`src/rtl/s3g_packet_rx.sv`:
```
// S3G packet receiver: start-byte hunt, length/payload capture, iButton CRC-8 check, hold/ack read port.
// Optional statistics counters are compiled in with `define S3G_PACKET_RX_STATS_EN.
module s3g_packet_rx #(
  parameter int MAX_LEN        = 32,
  parameter int ADDR_W         = 5,
  parameter int TIMEOUT_CYCLES = 200000
) (
  input  logic              clk,
  input  logic              rst,
  input  logic [7:0]        rx_data,
  input  logic              rx_done,
  output logic              pkt_valid,
  output logic [7:0]        pkt_len,
  input  logic [ADDR_W-1:0] rd_addr,
  output logic [7:0]        rd_data,
  input  logic              pkt_ack,
  output logic              err_valid,
  output logic [7:0]        err_code,
  output logic              busy,
  output logic [7:0]        crc
`ifdef S3G_PACKET_RX_STATS_EN
  ,
  output logic [15:0]       stat_good,
  output logic [15:0]       stat_crc_err,
  output logic [15:0]       stat_timeout
`endif
);

  localparam int TW = $clog2(TIMEOUT_CYCLES + 1);

  localparam logic [7:0] START_BYTE  = 8'hD5;
  localparam logic [7:0] ERR_GENERIC = 8'h80;
  localparam logic [7:0] ERR_BUSY    = 8'h82;
  localparam logic [7:0] ERR_CRC     = 8'h83;
  localparam logic [7:0] ERR_TOO_BIG = 8'h84;

  typedef enum logic [2:0] {
    ST_IDLE,
    ST_LEN,
    ST_PAYLOAD,
    ST_CRC,
    ST_HOLD
  } state_t;

  state_t          state;
  logic [TW-1:0]   tmo_cnt;
  logic [7:0]      len_q;
  logic [7:0]      idx;
  logic [7:0]      buf_mem [2**ADDR_W];

  logic            mid_pkt;
  logic            timeout_hit;
  logic [7:0]      crc_next;
  logic            err_evt;
  logic [7:0]      err_evt_code;
  logic            crc_match;

  // Dallas/iButton CRC-8, reflected poly 0x8C, one bit per iteration LSB first.
  function automatic logic [7:0] crc8_step(input logic [7:0] c, input logic [7:0] d);
    logic [7:0] r;
    logic       mix;
    r = c;
    for (int i = 0; i < 8; i++) begin
      mix = r[0] ^ d[i];
      r   = {1'b0, r[7:1]};
      if (mix) r = r ^ 8'h8C;
    end
    return r;
  endfunction

  assign crc_next    = crc8_step(crc, rx_data);
  assign mid_pkt     = (state == ST_LEN) || (state == ST_PAYLOAD) || (state == ST_CRC);
  // A byte arriving in the expiry cycle wins over the timeout.
  assign timeout_hit = mid_pkt && !rx_done && (tmo_cnt == TW'(TIMEOUT_CYCLES - 1));
  assign crc_match   = (rx_data == crc);
  assign busy        = (state != ST_IDLE);

  always_comb begin
    err_evt      = 1'b0;
    err_evt_code = ERR_GENERIC;
    case (state)
      ST_LEN: begin
        if (rx_done && rx_data == 8'd0) begin
          err_evt = 1'b1; err_evt_code = ERR_GENERIC;
        end else if (rx_done && rx_data > 8'(MAX_LEN)) begin
          err_evt = 1'b1; err_evt_code = ERR_TOO_BIG;
        end else if (timeout_hit) begin
          err_evt = 1'b1; err_evt_code = ERR_GENERIC;
        end
      end
      ST_PAYLOAD: begin
        if (timeout_hit) begin
          err_evt = 1'b1; err_evt_code = ERR_GENERIC;
        end
      end
      ST_CRC: begin
        if (rx_done && !crc_match) begin
          err_evt = 1'b1; err_evt_code = ERR_CRC;
        end else if (timeout_hit) begin
          err_evt = 1'b1; err_evt_code = ERR_GENERIC;
        end
      end
      ST_HOLD: begin
        if (rx_done) begin
          err_evt = 1'b1; err_evt_code = ERR_BUSY;
        end
      end
      default: ;
    endcase
  end

  always_ff @(posedge clk) begin
    if (rst) begin
      state     <= ST_IDLE;
      tmo_cnt   <= '0;
      len_q     <= 8'd0;
      idx       <= 8'd0;
      pkt_valid <= 1'b0;
      pkt_len   <= 8'd0;
      err_valid <= 1'b0;
      err_code  <= 8'd0;
      crc       <= 8'd0;
      rd_data   <= 8'd0;
    end else begin
      err_valid <= err_evt;
      if (err_evt) err_code <= err_evt_code;
      rd_data <= buf_mem[rd_addr];

      if (!mid_pkt || rx_done || timeout_hit) tmo_cnt <= '0;
      else                                    tmo_cnt <= tmo_cnt + TW'(1);

      case (state)
        ST_IDLE: begin
          if (rx_done && rx_data == START_BYTE) begin
            state <= ST_LEN;
            crc   <= 8'd0;
          end
        end
        ST_LEN: begin
          if (rx_done) begin
            if (rx_data == 8'd0 || rx_data > 8'(MAX_LEN)) begin
              state <= ST_IDLE;
            end else begin
              len_q <= rx_data;
              idx   <= 8'd0;
              state <= ST_PAYLOAD;
            end
          end else if (timeout_hit) begin
            state <= ST_IDLE;
          end
        end
        ST_PAYLOAD: begin
          if (rx_done) begin
            crc <= crc_next;
            idx <= idx + 8'd1;
            if ((idx + 8'd1) == len_q) state <= ST_CRC;
          end else if (timeout_hit) begin
            state <= ST_IDLE;
          end
        end
        ST_CRC: begin
          if (rx_done) begin
            if (crc_match) begin
              state     <= ST_HOLD;
              pkt_valid <= 1'b1;
              pkt_len   <= len_q;
            end else begin
              state <= ST_IDLE;
            end
          end else if (timeout_hit) begin
            state <= ST_IDLE;
          end
        end
        ST_HOLD: begin
          if (pkt_ack) begin
            pkt_valid <= 1'b0;
            state     <= ST_IDLE;
          end
        end
        default: state <= ST_IDLE;
      endcase
    end
  end

  // Buffer has no reset; it is only written while collecting payload, so it stays frozen in HOLD.
  always_ff @(posedge clk) begin
    if (!rst && state == ST_PAYLOAD && rx_done) buf_mem[idx[ADDR_W-1:0]] <= rx_data;
  end

`ifdef S3G_PACKET_RX_STATS_EN
  always_ff @(posedge clk) begin
    if (rst) begin
      stat_good    <= 16'd0;
      stat_crc_err <= 16'd0;
      stat_timeout <= 16'd0;
    end else begin
      if (state == ST_CRC && rx_done && crc_match && stat_good != 16'hFFFF)
        stat_good <= stat_good + 16'd1;
      if (err_evt && err_evt_code == ERR_CRC && stat_crc_err != 16'hFFFF)
        stat_crc_err <= stat_crc_err + 16'd1;
      if (timeout_hit && stat_timeout != 16'hFFFF)
        stat_timeout <= stat_timeout + 16'd1;
    end
  end
`endif

endmodule
```
`config.mk`:
```
export PLATFORM = sky130hd
export DESIGN_NAME = s3g_packet_rx
export DESIGN_NICKNAME = d
export VERILOG_FILES = /design/src/rtl/s3g_packet_rx.sv
export SDC_FILE = /design/constraint.sdc
export NUM_CORES = 1
export LEC_CHECK = 0
export CORE_AREA = 8 8 164 166
export CTS_CLUSTER_DIAMETER = 50
export DETAILED_ROUTE_END_ITERATION = 8
export DIE_AREA = 0 0 172 174
export DONT_BUFFER_PORTS = 1
export PLACE_DENSITY = 0.72
export SETUP_SLACK_MARGIN = 0.2
export SLEW_MARGIN = 20
export SYNTH_ARGS = -nofsm -noshare
export SYNTH_HDL_FRONTEND = slang
export SYNTH_SLANG_ARGS = --single-unit
```
`constraint.sdc`:
```
create_clock -name clk -period 3.3 [get_ports clk]
set_input_delay 0.99 -clock clk [delete_from_list [all_inputs] [get_ports clk]]
set_output_delay 0.99 -clock clk [all_outputs]
set_load 0.01 [all_outputs]
```
==> reports/metrics.cfg, run 1 <==
[hold_path]
holdPathEnd=tmo_cnt[0]$_SDFF_PP0_
hp-start=tmo_cnt[0]$_SDFF_PP0_
hp-class=register to register
hold_depth=1

[synthesis]
synthAdderAreaFrac_pct=0.556
yosysTopAreaCellShare_pct=58.9
synth_edf_count=256
synth.area.top_cells=edfxtp_1 (59%), mux4_2 (14%), dfxtp_1 (10%)
synthMuxAreaShare_pct=15.0
synth_compound_gate_area_share_pct=3.32
ys_types=62
synthTopCellsByCount=edfxtp_1 (256), nor2_1 (98), mux4_2 (80)
syn_area_mm2=0.0131
async_reset_ff_share_pct=0
synthXorXnorAreaFrac_pct=3.09
synth_top_family_by_area=multiplexers
yosysWarnings=0
synth_top_cell_by_area=edfxtp_1
netlist_instances=769
avgSynthCellArea_um2=17.0
yosys.area_share.simple_pct=7.12
synth-seq-cells=323
ys_seq_area_share_pct=69.2
synth_ff_type=edfxtp_1
yosys.cell_count.top_type=edfxtp_1

[clocking]
cts_root_buffer=clkbuf_16
cts_buffers=34
tritoncts=yes
post-cts-setup-buffer-count=0
htree_num_levels=2
clock-sinks=323
ctsResizeCount=0
clk_pin_slew_ns=0.06
ctsLongestPathBuffers=3
clk_latency_ns=0.51
holdBufCountCts=0

[sta]
rsz0062_at_grt=no
slew_violations=0
final.setup.tns_ns=0
hold_viol=0
worst_clock_skew_ns=0.0208
setup_violations=0
period_needed_ns=2.46
finalWorstSetupSlack_ns=0.839
max_slew.worst_pin.slew_ns=1.00
timing.fmax_mhz=406
max-slew-margin-rel_pct=32.8
finalCritPeriodShare_pct=74.6

[route]
drc=0
vias=6765
ant_nets=0
drtIter0Drc=533
routed_wl_um=25500
wl_per_cell_um=22.1
vias_per_cell=5.87
drtPass1Iterations=5

[finish]
drive_gt1_share_pct=21.0
syn2layout_area_growth_pct=11.5
antennaDiodeCount=0
fillCellCount=1880
layout.nets=822

[floorplan]
die_h_um=174
dieArea_mm2=0.0299
fp.coreArea_mm2=0.0245
die_w_um=172
initial_utilization_pct=53.2
io_pins=52
row_count=58

[global_route]
grt_overflow=0
grt_pass1_wl_um=39700
grt_pass1_vias=6910
grtUsageTotal_pct=17.3
antenna_found_initial=1
grt_max_degree=65

[place]
dp_hpwl_um=16400
globalplace.congestion=0.873
numPortBuffers=0
dp_slack_ns=0.378

[pwr]
p_leak_uw=0.00462
total_power_uw=8070
vdd_ir_drop_max_mv=0.312
powerDensity_mw_per_mm2=555

[critical_path]
r2r_end=buf_mem[0][5]$_DFFE_PP_
r2r_slack_ns=0.84
critPathKind=register to register
critPathLaunchType=register
slowest_delay_ns=0.47
reg2reg_depth=6
cp_max_fo=9
path_buf_inv=1
arrival_ns=2.68
required_ns=3.52
critical_path.slowest_cell=dfxtp_1
r2r-start=state[1]$_SDFFE_PP0P_
cp-end-kind=register
cp_top_family=simple AND/OR/NAND/NOR gates
path_cells=nand2_1 > or3_1 > nor2_1 > nand2_1 > nor2_1 > buf_4

[flow_run]
drv_cap=0

[outcome]
status=finished, final reports clean

==> worst max-delay path by stage <==
stage                                      from                        to  cells past startpoint
after floorplan                      rd_addr[0]     rd_data[0]$_SDFF_PP0_                      5
after global placement                  rx_done   buf_mem[0][7]$_DFFE_PP_                      6
after detailed placement                rx_done  buf_mem[21][2]$_DFFE_PP_                      6
after CTS                 state[1]$_SDFFE_PP0P_  buf_mem[21][0]$_DFFE_PP_                      6
after global routing      state[1]$_SDFFE_PP0P_   buf_mem[0][6]$_DFFE_PP_                      6
final                     state[1]$_SDFFE_PP0P_   buf_mem[0][5]$_DFFE_PP_                      6
==> state kept, by name, indices dropped and copies added (netlist names), 3 cells and up <==
name      count
buf_mem     256
crc           8
err_code      4
idx           8
len_q         8
pkt_len       8
rd_data       8
state         3
tmo_cnt      18
==> layer usage <==
| layer | vias to the layer above | wire length, µm | track usage (%) |
|---|---|---|---|
| li1 | 3060 | - | - |
| met1 | 3424 | 10900 | 23.3 |
| met2 | 241 | 12200 | 27.5 |
| met3 | 38 | 1880 | 4.36 |
| met4 | 2 | 543 | 4.89 |
| met5 | - | 16 | 0 |
==> stage by stage <==
step	utilization (%)	std cells	hold WS, ns	instance area (µm²)
final	59.3	1153	0.470	14500
after global routing	59.3	1153	0.490	14500
after CTS	59.3	1153	0.477	14500
after detailed placement	55.2	1094	0.464	13500
after global placement	55.2	1094	0.436	13500
after floorplan	-	772	0.426	13100
==> cells by family after synthesis <==
| family | Yosys count |
|---|---|
| xor+xnor | 46 |
| fa+ha+maj | 6 |
| mux | 95 |
| simple gates | 188 |
| flops | 323 |
| buf+inv | 50 |
| other cells | 1 |
| compound gates | 60 |
==> placed cells by master (no fill, tap or decap), drive strengths merged, types with 5 or more instances in the layout <==
cell type	n
a22o	15
buf	34
mux2i	15
edfxtp	256
clkbuf	41
nor3	7
dfxtp	67
nand2	21
nor2	100
or3	8
o21ai	8
clkinv	11
and3	6
xnor2	22
a21oi	16
mux4	80
nand3	10
nand4	7
inv	12
ha	5
xor2	24
==> cell type report <==
class / instances / area (µm²) / share of cell area [%]
clock inverters: 18 / 140 / 0.963
flip-flops and latches: 323 / 9030 / 62.1
inverters: 8 / 30.0 / 0.206
multi-input cells: 399 / 3800 / 26.2
repair buffers: 34 / 255 / 1.75
well taps: 330 / 413 / 2.84
clock buffers: 41 / 877 / 6.03
==> where the power goes <==
| part | leakage (µW) | internal, µW | total (µW) | switching (µW) |
|---|---|---|---|---|
| clock | 0.000494 | 1990 | 3470 | 1480 |
| combinational | 0.00128 | 126 | 196 | 69.9 |
| sequential | 0.00284 | 4390 | 4400 | 9.24 |
| total | 0.00462 | 6510 | 8070 | 1560 |
Power figures use the tool's default switching activity.
==> inputs of run 2 (changes only) <==
==> constraint.sdc (replaced) <==
create_clock -name clk -period 2.5 [get_ports clk]
set_input_delay 0.75 -clock clk [delete_from_list [all_inputs] [get_ports clk]]
set_output_delay 0.75 -clock clk [all_outputs]
set_load 0.01 [all_outputs]
==> run 2 against run 1 <==
  * Fmax increased by 7.1%
  * Sequential share of layout area decreased by 1.1 points
  * Clock power increased by 52%
  * Utilization increased by 1.1 points
  * Global-route usage increased by 0.96 points
  * Clock skew decreased by 0.012 ns
  * Register-to-register slack got worse by 0.64 ns
  * First-iteration DRC count increased by 12%
  * Critical endpoint is now buf_mem[0][4]$_DFFE_PP_
==> reports/metrics.cfg, run 2 (synthesized netlist as in run 1, its figures left out) <==
[place]
dp_hpwl_um=16800
dp_slack_ns=0.00435
placed_area_mm2=0.0136
numPortBuffers=0
globalplace.congestion=0.851

[sta]
period_needed_ns=2.30
max_slew.worst_pin.slew_ns=1.05
setup_violations=0
worst_clock_skew_ns=0.00889
slew_violations=0
finalCritPeriodShare_pct=91.9
max-slew-margin-rel_pct=29.4
timing.fmax_mhz=435
finalWorstSetupSlack_ns=0.202
final.setup.tns_ns=0
hold_viol=0
holdWs_ns=0.300
rsz0062_at_grt=yes

[critical_path]
cp-end-kind=register
critPathKind=register to register
r2r-start=state[1]$_SDFFE_PP0P_
required_ns=2.72
r2r_slack_ns=0.20
path_buf_inv=1
cp_max_fo=9
slowest_delay_ns=0.47
reg2reg_depth=6
worst-path-stages=6
cp_common_cell=nand2_1
cp_top_family=simple AND/OR/NAND/NOR gates
path_cells=nand2_1 > or3_1 > nor2_2 > nand2_1 > nor2_1 > buf_4
r2r_end=buf_mem[0][4]$_DFFE_PP_
critPathLaunchType=register
critical_path.slowest_cell=dfxtp_1
arrival_ns=2.52

[finish]
mostFrequentLayoutCells=edfxtp_1 (256), mux4_2 (80), nor2_1 (79)
drive_gt1_share_pct=23.4
fillCellCount=1822
layout.nets=815
final_common_cell=edfxtp_1
seq_area_mm2=0.00903
antennaDiodeCount=0
final_cell_area_mm2=0.0148
largest_reg_flops=256
multi_input_area_mm2=0.00396
syn2layout_area_growth_pct=13.4

[flow_run]
drv_cap=0

[global_route]
antenna_found_initial=1
grt_max_degree=65
grt_overflow=0
grtUsageTotal_pct=18.2
grt_pass1_vias=6930
grt_pass1_wl_um=41400

[clocking]
cts_root_buffer=clkbuf_16
tritoncts=yes
clk_latency_ns=0.51
holdBufCountCts=0
htree_num_levels=2
clock-sinks=323
clk_pin_slew_ns=0.06
ctsLongestPathBuffers=3
cts_buffers=36

[route]
ant_nets=0
vias=6804
vias_per_cell=5.92
drtPass1Iterations=7
wl_per_cell_um=23.4
drc=0
drtIter0Drc=596
routed_wl_um=26800

[floorplan]
die_w_um=172
fp.coreArea_mm2=0.0245
dieArea_mm2=0.0299
die_h_um=174
row_count=58
io_pins=52
initial_utilization_pct=53.2

[hold_path]
hp-start=rst
holdPathEnd=idx[6]$_SDFFE_PP0P_
hold_depth=1
hp-class=input port to register

[pwr]
powerDensity_mw_per_mm2=767
p_leak_uw=0.00467
vdd_ir_drop_max_mv=0.458

[outcome]
status=finished, final reports clean

[run 2: cell types whose count changed in the layout (fill, tap and decap cells not counted), sizes merged]
cell / change
buf: -9
clkinvlp: -1
clkbuf: +4
clkinv: -2
inv: +1
bufinv: +3
[run 2: where the power goes]
| part | switching, µW | internal [µW] | total (µW) |
|---|---|---|---|
| logic | 95.2 | 167 | 262 |
| registers | 11.9 | 5800 | 5810 |
| clock network | 2070 | 3210 | 5280 |
| total | 2180 | 9170 | 11400 |
[run 2: worst register-to-register path, stage by stage (launching register included)]
cell     delay [ns]
dfxtp_1        0.47
nand2_1        0.13
or3_1          0.37
nor2_2         0.24
nand2_1        0.37
nor2_1         0.23
buf_4          0.20
[run 2: worst max path at each step]
stage	startpoint	end	slack, ns
after floorplan	rx_data[0]	idx[5]$_SDFFE_PP0P_	0.14
after global placement	rx_done	buf_mem[1][6]$_DFFE_PP_	0.03
after detailed placement	rx_done	buf_mem[1][4]$_DFFE_PP_	0.004
after CTS	state[1]$_SDFFE_PP0P_	buf_mem[20][0]$_DFFE_PP_	0.23
after global routing	state[1]$_SDFFE_PP0P_	buf_mem[16][3]$_DFFE_PP_	0.09
final	state[1]$_SDFFE_PP0P_	buf_mem[0][4]$_DFFE_PP_	0.20
[run 2: area by class of cell]
type                       instances  share of cell area (%)
clock inverter                    19                    1.47
inverter                           8                   0.203
clock buffer                      45                    6.59
sequential                       323                    61.0
timing repair buffer              25                    1.27
tap                              330                    2.79
multi-input combinational        399                    26.7
[run 2: routing by layer]
metal  routed length, µm  up-vias  track usage [%]  share of wire [%]
li1                    -     3054                -                  -
met1               10900     3458             24.7                 41
met2               13100      247             28.9                 49
met3                2190       43             4.49                8.2
met4                 557        2             5.35                2.1
met5                  13        -                0              0.048
[run 2: repair_timing]
item | 4_1_cts | 5_1_grt
setup endpoints to repair | 0 | 128
resized for setup | 0 | 0
setup buffers | 0 | 0
[run 2: per-stage QoR]
stage	total power [µW]	instances	util, %
after CTS	11400	1149	60.4
after detailed placement	6190	1085	55.5
after global placement	6180	1085	55.5
after global routing	11600	1149	60.4
final	11400	1149	60.4
after floorplan	6220	772	-
==> inputs of run 3 (changes only) <==
--- a/config.mk
+++ b/config.mk
@@ -10,6 +10,7 @@
 export DETAILED_ROUTE_END_ITERATION = 8
 export DIE_AREA = 0 0 172 174
 export DONT_BUFFER_PORTS = 1
+export GPL_TIMING_DRIVEN = 0
 export PLACE_DENSITY = 0.72
 export SETUP_SLACK_MARGIN = 0.2
 export SLEW_MARGIN = 20
==> run 3 against run 2 <==
  * Cell count rose by 4.0%
  * Largest power group unchanged
  * Largest cell class unchanged
  * Critical path type is now register to output port
  * Critical path depth fell by 3
  * Via count rose by 4.4%
==> reports/metrics.cfg, run 3 (synthesized netlist as in run 1, its figures left out) <==
[sta]
hold_viol=0
worst_clock_skew_ns=0.0243
period_needed_ns=2.27
timing.fmax_mhz=440
setup_violations=0
finalWorstSetupSlack_ns=0.226
max-slew-margin-rel_pct=31.6
rsz0062_at_grt=yes
final.setup.tns_ns=0
max_slew.worst_pin.slew_ns=1.02
slew_violations=0
finalCritPeriodShare_pct=91.0

[critical_path]
cp_max_fo=10
critPathKind=register to output port
arrival_ns=1.52
required_ns=1.75
critPathLaunchType=register
cp-end-kind=output port

[finish]
antennaDiodeCount=0
final_cell_area_mm2=0.0155
syn2layout_area_growth_pct=18.6
layout.nets=859
largest_reg_flops=256
mostFrequentLayoutCells=edfxtp_1 (256), mux4_2 (80), dfxtp_1 (66)
fillCellCount=1745
final_common_cell=edfxtp_1
drive_gt1_share_pct=28.2

[global_route]
use_met2_pct=31.0
grt_overflow=0
use_met1_pct=26.0
grt_pass1_wl_um=43900
busiest_layer=met2
grt_pass1_vias=7333
antenna_found_initial=1
grtUsageTotal_pct=19.4
grt_max_degree=39
grt_use_met3_pct=4.90

[place]
globalplace.congestion=0.874
dp_hpwl_um=17700
numPortBuffers=0
dp_slack_ns=-0.461
placed_area_mm2=0.0137

[route]
routed_wl_um=28500
wl_per_cell_um=23.8
drtPass1Iterations=5
ant_nets=0
drtIter0Drc=734
vias_per_cell=5.94
drc=0
vias=7101

[pwr]
total_power_uw=11500
vdd_ir_drop_max_mv=0.535
powerDensity_mw_per_mm2=742
p_leak_uw=0.00492

[floorplan]
initial_utilization_pct=53.2
io_pins=52
dieArea_mm2=0.0299
fp.coreArea_mm2=0.0245
die_w_um=172
die_h_um=174
row_count=58

[clocking]
cts_buffers=36
clock-sinks=323
ctsLongestPathBuffers=3
holdBufCountCts=0
clk_latency_ns=0.52
cts_root_buffer=clkbuf_16
htree_num_levels=2
tritoncts=yes
clk_pin_slew_ns=0.06

[hold_path]
hp-class=input port to register

[outcome]
status=finished, final reports clean

[flow_run]
drv_cap=0

-- run 3: cell types whose count changed in the layout (fill, tap and decap cells not counted), moves of 3 or more --
cell        change
nor2_1         -14
nor2_4         +17
clkbuf_4        +3
buf_12         +19
buf_4           -9
clkbuf_1       +12
buf_6           +4
nor2_2          -3
buf_2          +10
clkinvlp_4      +3
clkbuf_2        +7
-- run 3: worst max-delay path: stages (launching register included) --
cell and delay, ns:
dfxtp_1 0.30, clkbuf_1 0.19, nor3_1 0.37, inv_1 0.14
-- run 3: where the power goes --
| part | total (µW) | switching (µW) | internal [µW] | leakage [µW] |
|---|---|---|---|---|
| registers | 5810 | 11.2 | 5800 | 0.00284 |
| clock network | 5290 | 2100 | 3200 | 0.000567 |
| logic | 385 | 188 | 196 | 0.00151 |
| total | 11500 | 2300 | 9190 | 0.00492 |
-- run 3: timing repair --
item / in CTS / in global routing
pin swaps: 17 / 5
endpoints found under the setup margin: 249 / 278
buffers inserted: 26 / 1
gates resized for setup: 34 / 8
-- run 3: stage by stage --
| step | cells | util [%] | hold WS (ns) |
|---|---|---|---|
| floorplan | 772 | - | 0.426 |
| global placement | 1102 | 56.0 | 0.435 |
| global route | 1195 | 63.1 | 0.303 |
| CTS | 1194 | 62.9 | 0.310 |
| detailed placement | 1102 | 56.0 | 0.459 |
| finish | 1195 | 63.1 | 0.324 |
-- run 3: path summary, 6_finish.rpt --
path                              to  cells after the start                  start  slack (ns)
max reg2reg    state[0]$_SDFFE_PP0P_                      8    idx[1]$_SDFFE_PP0P_        0.25
min          buf_mem[4][3]$_DFFE_PP_                      0             rx_data[3]        0.32
max                             busy                      3  state[2]$_SDFFE_PP0P_        0.23
min reg2reg    tmo_cnt[0]$_SDFF_PP0_                      1  tmo_cnt[0]$_SDFF_PP0_        0.46
-- run 3: routing by layer --
metal,wire length (µm),vias to the layer above
met5,12,-
met3,2170,56
met2,13900,270
li1,-,3140
met4,658,2
met1,11700,3633
-- run 3: cell type report --
type,count,area [µm²],share of cell area [%]
inverter,8,30.0,0.194
multi-input combinational,399,4120,26.6
tap,330,413,2.67
clock inverter,17,210,1.36
clock buffer,49,981,6.34
sequential,323,9030,58.3
buffer,42,312,2.01
timing repair buffer,27,390,2.52
